<file path="config.mk">
export PLATFORM = sky130hd
export DESIGN_NAME = ps2_key_tracker
export DESIGN_NICKNAME = d
export VERILOG_FILES = /design/src/rtl/ps2_key_tracker.sv
export SDC_FILE = /design/constraint.sdc
export NUM_CORES = 1
export LEC_CHECK = 0
export CORE_MARGIN = 3
export CORE_UTILIZATION = 50
export CTS_BUF_LIST = sky130_fd_sc_hd__clkbuf_2 sky130_fd_sc_hd__clkbuf_4 sky130_fd_sc_hd__clkbuf_8
export DETAILED_ROUTE_END_ITERATION = 10
export GPL_TIMING_DRIVEN = 1
export PLACE_DENSITY = 0.76
export SLEW_MARGIN = 25
export SYNTH_ARGS = -nofsm -noshare
export SYNTH_HDL_FRONTEND = slang
export SYNTH_SLANG_ARGS = --single-unit
</file>
<file path="constraint.sdc">
create_clock -name clk -period 2.56 [get_ports clk]
set_input_delay 0.256 -clock clk [delete_from_list [all_inputs] [get_ports clk]]
set_output_delay 0.256 -clock clk [all_outputs]
set_load 0.1 [all_outputs]
</file>
<file path="src/rtl/ps2_key_tracker.sv">
// rtl/ps2_key_tracker.sv - PS/2 E0/F0 sequence tracker with per-player held-key bitmaps
// Optional typematic repeat suppression: define PS2_REPEAT_FILTER_EN.
module ps2_key_tracker #(
    parameter int TIMEOUT_CYCLES = 100000
) (
    input  logic       clk,
    input  logic       rst,
    input  logic [7:0] rx_byte,
    input  logic       rx_valid,
    input  logic       rx_err,
    input  logic       clear_keys,
    output logic [4:0] p1keys,
    output logic [4:0] p2keys,
    output logic       key_event,
    output logic [8:0] event_code,
    output logic       event_break,
    output logic [7:0] debugLEDs,
    output logic       timeout_pulse
);

    localparam int WD_W = $clog2(TIMEOUT_CYCLES + 1);

    typedef enum logic [1:0] {
        S_IDLE,
        S_EXT,
        S_BRK,
        S_EXT_BRK
    } state_t;

    state_t          state_q, state_d;
    logic [WD_W-1:0] wd_q, wd_d;
    logic [4:0]      p1_q, p1_d;
    logic [4:0]      p2_q, p2_d;
    logic            ev_q, ev_d;
    logic [8:0]      code_q, code_d;
    logic            brk_q, brk_d;
    logic [7:0]      led_q, led_d;
    logic            to_q, to_d;

    logic       is_e0, is_f0, is_ignored;
    logic       map_ext;
    logic [4:0] p1_mask, p2_mask;
    logic       done, done_ext, done_brk;
    logic       emit;

    assign is_e0 = (rx_byte == 8'hE0);
    assign is_f0 = (rx_byte == 8'hF0);
    assign is_ignored = (rx_byte == 8'hE1) || (rx_byte == 8'hFA) || (rx_byte == 8'hAA) ||
                        (rx_byte == 8'hFE) || (rx_byte == 8'hEE) || (rx_byte == 8'h00) ||
                        (rx_byte == 8'hFF);
    assign map_ext = (state_q == S_EXT) || (state_q == S_EXT_BRK);

    // Key lookup only matches when the extended flag agrees exactly.
    always_comb begin
        p1_mask = '0;
        p2_mask = '0;
        if (map_ext) begin
            case (rx_byte)
                8'h75:   p1_mask = 5'b00001;
                8'h6B:   p1_mask = 5'b00010;
                8'h74:   p1_mask = 5'b00100;
                8'h72:   p1_mask = 5'b01000;
                default: ;
            endcase
        end else begin
            case (rx_byte)
                8'h29:   p1_mask = 5'b10000;
                8'h1D:   p2_mask = 5'b00001;
                8'h1C:   p2_mask = 5'b00010;
                8'h23:   p2_mask = 5'b00100;
                8'h1B:   p2_mask = 5'b01000;
                8'h0D:   p2_mask = 5'b10000;
                default: ;
            endcase
        end
    end

`ifdef PS2_REPEAT_FILTER_EN
    logic already_set;
    assign already_set = |((p1_q & p1_mask) | (p2_q & p2_mask));
    assign emit = done_brk || !already_set;
`else
    assign emit = 1'b1;
`endif

    always_comb begin
        state_d  = state_q;
        wd_d     = wd_q;
        p1_d     = p1_q;
        p2_d     = p2_q;
        ev_d     = 1'b0;
        code_d   = code_q;
        brk_d    = brk_q;
        led_d    = led_q;
        to_d     = 1'b0;
        done     = 1'b0;
        done_ext = 1'b0;
        done_brk = 1'b0;

        if (rx_err) begin
            state_d = S_IDLE;
            wd_d    = '0;
        end else if (rx_valid) begin
            led_d = rx_byte;
            wd_d  = '0;
            case (state_q)
                S_IDLE: begin
                    if (is_e0) begin
                        state_d = S_EXT;
                    end else if (is_f0) begin
                        state_d = S_BRK;
                    end else if (!is_ignored) begin
                        done = 1'b1;
                    end
                end
                S_EXT: begin
                    if (is_f0) begin
                        state_d = S_EXT_BRK;
                    end else if (!is_e0) begin
                        state_d  = S_IDLE;
                        done     = 1'b1;
                        done_ext = 1'b1;
                    end
                end
                S_BRK: begin
                    state_d  = S_IDLE;
                    done     = !(is_e0 || is_f0);
                    done_brk = 1'b1;
                end
                S_EXT_BRK: begin
                    state_d  = S_IDLE;
                    done     = !(is_e0 || is_f0);
                    done_ext = 1'b1;
                    done_brk = 1'b1;
                end
                default: state_d = S_IDLE;
            endcase
        end else if (state_q != S_IDLE) begin
            if (wd_q == WD_W'(TIMEOUT_CYCLES - 1)) begin
                state_d = S_IDLE;
                wd_d    = '0;
                to_d    = 1'b1;
            end else begin
                wd_d = wd_q + 1'b1;
            end
        end else begin
            wd_d = '0;
        end

        // A same-cycle clear overrides the completing key entirely.
        if (done && ((p1_mask | p2_mask) != 5'b0) && !clear_keys) begin
            if (done_brk) begin
                p1_d = p1_q & ~p1_mask;
                p2_d = p2_q & ~p2_mask;
            end else begin
                p1_d = p1_q | p1_mask;
                p2_d = p2_q | p2_mask;
            end
            if (emit) begin
                ev_d   = 1'b1;
                code_d = {done_ext, rx_byte};
                brk_d  = done_brk;
            end
        end

        if (clear_keys) begin
            p1_d = '0;
            p2_d = '0;
        end
    end

    always_ff @(posedge clk) begin
        if (rst) begin
            state_q <= S_IDLE;
            wd_q    <= '0;
            p1_q    <= '0;
            p2_q    <= '0;
            ev_q    <= 1'b0;
            code_q  <= '0;
            brk_q   <= 1'b0;
            led_q   <= '0;
            to_q    <= 1'b0;
        end else begin
            state_q <= state_d;
            wd_q    <= wd_d;
            p1_q    <= p1_d;
            p2_q    <= p2_d;
            ev_q    <= ev_d;
            code_q  <= code_d;
            brk_q   <= brk_d;
            led_q   <= led_d;
            to_q    <= to_d;
        end
    end

    assign p1keys        = p1_q;
    assign p2keys        = p2_q;
    assign key_event     = ev_q;
    assign event_code    = code_q;
    assign event_break   = brk_q;
    assign debugLEDs     = led_q;
    assign timeout_pulse = to_q;

endmodule

</file>
==> metrics.yaml, run 1 <==
outcome:
  outcome: "finished, final reports clean"
floorplanning:
  ios: 43
  core_area_sq_mm: 0.004504
  dieArea_sq_mm: 0.005718
  die_w_um: 75.62
  start_util_pct: 53.81
  dieHeight_um: 75.62
  rows: 24
clock_tree:
  cts_resized: 0
  cts_hold_buffers: 0
  tritoncts: "done"
  cts-root-buf: "clkbuf_8"
  clock_latency_ps: 300
  clk_path_buf_depth: 2
  htreeDepth: 2
  cts_num_sinks: 49
  cts_setup_buffers: 0
  clk_pin_slew_ps: 80
  cts_buffers: 5
grt:
  antenna_found_initial: 0
  grt_pass1_wl_mm: 9.528
  track_usage_pct: 22.00
  grt_max_degree: 24
  grt_remaining_overflow: 0
  grt_pass1_vias: 2064
critical_path:
  arrival_ps: 2540
  path_cells: "clkdlybuf4s50_1 -> buf_4 -> nor4_1 -> a31oi_1 -> o31a_1 -> o21ai_4 -> buf_4 -> o21ai_2 -> a21oi_1"
  crit_family: "buffers and inverters"
  cp-start-kind: "input pin"
  cpPeakStageDelay_ps: 530
  slowest_stage: "clkdlybuf4s50_1"
  cp_num_buf_inv: 3
  path_class: "in2reg"
  required_ps: 2800
  crit_fanout: 13
  cpMostUsedCell: "buf_4"
  worst_setup_path_end_kind: "flip-flop"
routing:
  remaining_drc_errors: 0
  first_pass_iters: 4
  postRouteAntennaNets: 0
  vias_per_cell: 5.757
  drt-initial-drc-count: 191
  wl_per_cell_um: 14.91
  num_vias: 2228
  totalWireLength_mm: 5.771
synthesis:
  synth_edf_count: 0
  ys_seq_area_share_pct: 40.47
  syn_area_sq_mm: 0.002424
  synth-seq-cells: 49
  yosysTopAreaCell: "dfxtp_1"
  syn_nets: 296
  yosysUniqueCellTypes: 51
  synth-main-ff-cell: "dfxtp_1"
  synth_top_area_share_pct: 40.47
  synthArstFlopShare_pct: 0
  syn_area_per_cell_sq_um: 8.594
  synth.top_cells.by_area: "dfxtp_1 40%, nand2_1 6.0%, nor2_1 4.8%"
  synth_cells: 282
  ys_warn_count: 0
timing:
  relSlewSlack_pct: 62.51
  fin_skew_ps: 2.366
  hold_viol: 0
  fin_crit_sh_pct: 90.05
  fin_tns_setup_ps: 0
  rsz0062_at_grt: "false"
  worstMarginPinSlew_ps: 557.3
  setup_viol: 0
  clock.fmax_mhz: 433.8
  drv_slew: 0
  fin_crit_ps: 2305
placement:
  dp.cells: 380
  gp_congestion: 0.8756
  dpl_cell_area_sq_mm: 0.002868
  port_buffers: 42
  hpwlAfterDp_mm: 4.250
power:
  leakagePower_uw: 0.001048
  ir_drop_mv: 0.2894
  totalPowerFinal_uw: 1425
  power.density_mw_per_mm2: 481.7
layout:
  instances_no_fill: 387
  drive_gt1_share_pct: 22.69
  area_growth_pct: 22.04
  postLayoutCellArea_sq_mm: 0.002958
  nets: 349
  postLayoutCoreUtil_pct: 65.67
  num_antenna_cells: 0
job:
  drv_cap: 0
hold_path:
  hold_path_class: "reg2reg"
[layout make-up]
| class | count | area [sq um] |
|---|---|---|
| repair buffers | 61 | 488.0 |
| fillers | 401 | 1546 |
| flip-flops and latches | 49 | 980.9 |
| inverters | 4 | 15.01 |
| clock buffers | 7 | 90.09 |
| well taps | 52 | 65.06 |
| multi-input cells | 214 | 1319 |
[metrics by stage]
step / setup slack (ps) / hold slack (ps)
after floorplan: 711.6 / 334.5
after global placement: 48.98 / 443.5
after detailed placement: 4.953 / 451.1
after CTS: 297.5 / 464.8
after global routing: 99.53 / 474.3
final: 254.7 / 459.7
[report_power, final]
part	internal (uW)	switching (uW)	leakage [uW]	total, uW
Sequential	767	3.11	0.000395	770
Combinational	62.3	122	0.000605	185
Clock	225	244	0.0000477	470
Total	1050	370	0.00105	1420
[synthesized netlist by cell type, types with 2 or more instances]
cell type,count
dfxtp_1,49
nand2_1,39
nor2_1,31
a21oi_1,17
nand3_1,16
nor4_1,12
xor2_1,10
nand2b_1,9
o21ai_2,9
mux2i_1,7
nand4_1,5
nor3_1,5
or4_1,5
buf_4,4
clkbuf_1,4
inv_1,4
o21ai_0,4
xnor2_1,4
buf_2,3
buf_6,3
nand3b_1,3
or3_1,3
a211oi_1,2
a21oi_2,2
and2_1,2
and3_1,2
nor4_4,2
o21a_1,2
or2b_1,2
[layout by cell type, fill, tap and decap left out, types with 2 or more instances in the layout]
cell type,n
a21oi_2,2
buf_4,49
inv_1,4
nor4_1,12
nor4_4,2
xor2_1,10
and3_1,2
clkdlybuf4s50_1,12
nand3_1,16
o21a_1,2
nor2_1,31
and2_1,2
o21ai_2,9
a21oi_1,17
xnor2_1,4
nand3b_1,3
dfxtp_1,49
or3_1,3
or2b_1,2
nand2_1,39
clkbuf_8,6
mux2i_1,7
o21ai_0,4
nand2b_1,9
nand4_1,5
nor3_1,5
or4_1,5
[logic make-up after synthesis]
family          synth area share, %
compound gates                13.99
xor+xnor                      5.059
flops                         40.47
mux                           2.891
fa+ha+maj                    0.5162
buf+inv                       5.317
simple gates                  31.75
[worst reg2reg max path, stage by stage (launching register included)]
cell and delay, ps:
dfxtp_1 410, nand3b_1 230, or4b_1 510, o311ai_1 180, a211oi_2 170, nor4_1 310
mux2i_1 220
[final timing paths]
path	start	to	slack (ps)	depth (start not counted)
min	debugLEDs[4]$_SDFFE_PP0P_	debugLEDs[4]$_SDFFE_PP0P_	460	2
min reg2reg	debugLEDs[4]$_SDFFE_PP0P_	debugLEDs[4]$_SDFFE_PP0P_	460	2
max reg2reg	state_q[0]$_SDFFE_PP0P_	flip-flop	460	6
max	rx_byte[4]	event_code[2]$_SDFFE_PP0P_	250	9
[layer usage]
layer / global-route usage (%) / share of wire (%) / vias to the layer above
met5: 0 / 0 / -
met4: 7.379 / 1.4 / 0
met3: 5.937 / 5.9 / 7
met2: 33.37 / 48 / 86
met1: 30.30 / 45 / 1031
li1: - / - / 1104
Note: power is estimated with default switching activity, not from simulation.
==> run 2, diff against run 1 <==
Settings changed: CORE_ASPECT_RATIO set to 0.8.
==> metrics.yaml, run 2 (synthesis results as in run 1) <==
placement:
  dp.cells: 388  # was 380
  dp_slack_ps: -10.33  # was 4.953 ps
  port_buffers: 42  # unchanged
  gp_congestion: 0.8999  # was 0.8756
  hpwlAfterDp_mm: 4.568  # was 4.250 mm
layout:
  nets: 352  # was 349
  instances_no_fill: 395  # was 387
  num_antenna_cells: 0  # unchanged
  drive_gt1_share_pct: 23.37  # was 22.69%
  layout_commonest_cell: "buf_4"
  multiInputGateArea_sq_mm: 0.001319  # unchanged
  fill_cells: 381  # was 401
  seq_area_sq_um: 980.9  # unchanged
  area_growth_pct: 23.80  # was 22.04%
  final_cell_mix: "52 x buf_4, 49 x dfxtp_1, 39 x nand2_1, 31 x nor2_1, 17 x a21oi_1"  # was 49 x dfxtp_1, 49 x buf_4, 39 x nand2_1, 31 x nor2_1, 17 x a21oi_1
clock_tree:
  cts-root-buf: "clkbuf_8"  # unchanged
  cts_buffers: 5  # unchanged
  clk_path_buf_depth: 2  # unchanged
  cts_setup_buffers: 0  # unchanged
  htreeDepth: 2  # unchanged
  clock_latency_ps: 300  # about the same
  cts_resized: 0  # unchanged
  clk_pin_slew_ps: 80  # about the same
  cts_hold_buffers: 0  # unchanged
  cts_num_sinks: 49  # unchanged
  tritoncts: "done"  # unchanged
timing:
  relSlewSlack_pct: 60.23  # was 62.51%
  fin_crit_sh_pct: 89.96  # was 90.05%
  finalHoldWorstSlack_ps: 456.8  # was 459.7 ps
  fin_tns_setup_ps: 0  # unchanged
  setup_viol: 0  # unchanged
  fin_skew_ps: 4.474  # was 2.366 ps
  finalWorstSetupSlack_ps: 256.9  # was 254.7 ps
  drv_slew: 0  # unchanged
  worstMarginPinSlew_ps: 587.2  # was 557.3 ps
  clock.fmax_mhz: 434.2  # was 433.8 MHz
  hold_viol: 0  # unchanged
  fin_crit_ps: 2303  # was 2305 ps
  rsz0062_at_grt: "false"  # unchanged
floorplanning:
  core_area_sq_mm: 0.004414  # was 0.004504 sq mm
  ios: 43  # unchanged
  dieHeight_um: 68.27  # was 75.62 um
  die_w_um: 83.84  # was 75.62 um
  start_util_pct: 54.90  # was 53.81%
  dieArea_sq_mm: 0.005724  # was 0.005718 sq mm
  rows: 21  # was 24
hold_path:
  hold_end: "debugLEDs[6]$_SDFFE_PP0P_"  # was debugLEDs[4]$_SDFFE_PP0P_
  whs_path_depth: 2  # unchanged
  hold_path_class: "reg2reg"  # unchanged
  min_from: "debugLEDs[6]$_SDFFE_PP0P_"  # was debugLEDs[4]$_SDFFE_PP0P_
grt:
  grt_max_degree: 19  # was 24
  grt_pass1_vias: 2004  # was 2064
  antenna_found_initial: 0  # unchanged
  grt_remaining_overflow: 0  # unchanged
  track_usage_pct: 21.54  # was 22.00%
  grt_pass1_wl_mm: 9.798  # was 9.528 mm
power:
  ir_drop_mv: 0.3494  # was 0.2894 mV
  power.density_mw_per_mm2: 497.9  # was 481.7 mW/mm^2
  leakagePower_uw: 0.001068  # was 0.001048 uW
routing:
  num_vias: 2204  # was 2228
  postRouteAntennaNets: 0  # unchanged
  vias_per_cell: 5.580  # was 5.757
  first_pass_iters: 4  # unchanged
  wl_per_cell_um: 15.32  # was 14.91 um
  drt-initial-drc-count: 184  # was 191
  remaining_drc_errors: 0  # unchanged
  totalWireLength_mm: 6.052  # was 5.771 mm
critical_path:
  arrival_ps: 2480  # was 2540 ps
  path_cells: "clkdlybuf4s50_1 -> buf_4 -> nor2_1 -> nand2_1 -> o311ai_1 -> o21ai_1 -> o311ai_0 -> o41ai_1"  # was clkdlybuf4s50_1 -> buf_4 -> nor4_1 -> a31oi_1 -> o31a_1 -> o21ai_4 -> buf_4 -> o21ai_2 -> a21oi_1
  rr_startpoint: "state_q[0]$_SDFFE_PP0P_"  # unchanged
  slowest_stage: "clkdlybuf4s50_1"  # unchanged
  required_ps: 2740  # was 2800 ps
  crit_fanout: 9  # was 13
  r2r_setup_slack_ps: 450  # was 460 ps
  reg2regPathDepth: 6  # unchanged
  cp-start-kind: "input pin"  # unchanged
  worst_setup_path_end_kind: "flip-flop"  # unchanged
  path_class: "in2reg"  # unchanged
  cpPeakStageDelay_ps: 610  # was 530 ps
job:
  drv_cap: 0  # unchanged
outcome:
  outcome: "finished, final reports clean"  # unchanged
run 2: cell types whose count changed in the layout (fill, tap and decap cells not counted), sizes merged:
cell / previous run / this run
buf: 49 / 52
bufinv: 0 / 1
clkinv: 0 / 1
clkbuf: 7 / 5
run 2: layout make-up:
| cell class | instances | area share, % |
|---|---|---|
| sequential | 49 | 32.69 |
| tap | 57 | 2.377 |
| inverter | 4 | 0.5004 |
| timing repair buffer | 64 | 17.01 |
| clock inverter | 2 | 1.168 |
| clock buffer | 5 | 2.294 |
| multi-input combinational | 214 | 43.95 |
run 2: routing by layer:
metal	part of all wire, %	global-route usage, %
met2	43	31.75
met3	6.8	6.498
met4	0	3.815
met1	51	31.32
met5	0	0
run 2: per-stage QoR:
| step | power, uW | utilization (%) | instance area, sq um |
|---|---|---|---|
| 6_report | 1494 | 67.97 | 3000 |
| 5_1_grt | 1552 | 67.97 | 3000 |
| 4_1_cts | 1501 | 67.97 | 3000 |
| 3_5_place_dp | 975.6 | 65.62 | 2897 |
| 3_3_place_gp | 974.7 | 65.62 | 2897 |
| 2_1_floorplan | 911.0 | - | 2424 |
run 2: worst max path at each step:
stage,start,endpoint,slack [ps]
after CTS,rx_byte[2],flip-flop,310
after global routing,rx_byte[2],flip-flop,40
after detailed placement,rx_byte[2],flip-flop,-10
final,rx_byte[2],flip-flop,260
after global placement,rx_byte[2],flip-flop,-10
after floorplan,rx_byte[0],event_code[0]$_SDFFE_PP0P_,710
run 2: worst max-delay path: cells and delay by family:
family,cells,cell delay (ps)
compound gates,4,1160
buf+inv,2,880
simple gates,2,190
run 2: power by group:
group	internal, uW	switching [uW]	leakage, uW
sequential	767	3.12	0.000395
clock	284	250	0.0000540
combinational	65.0	124	0.000618
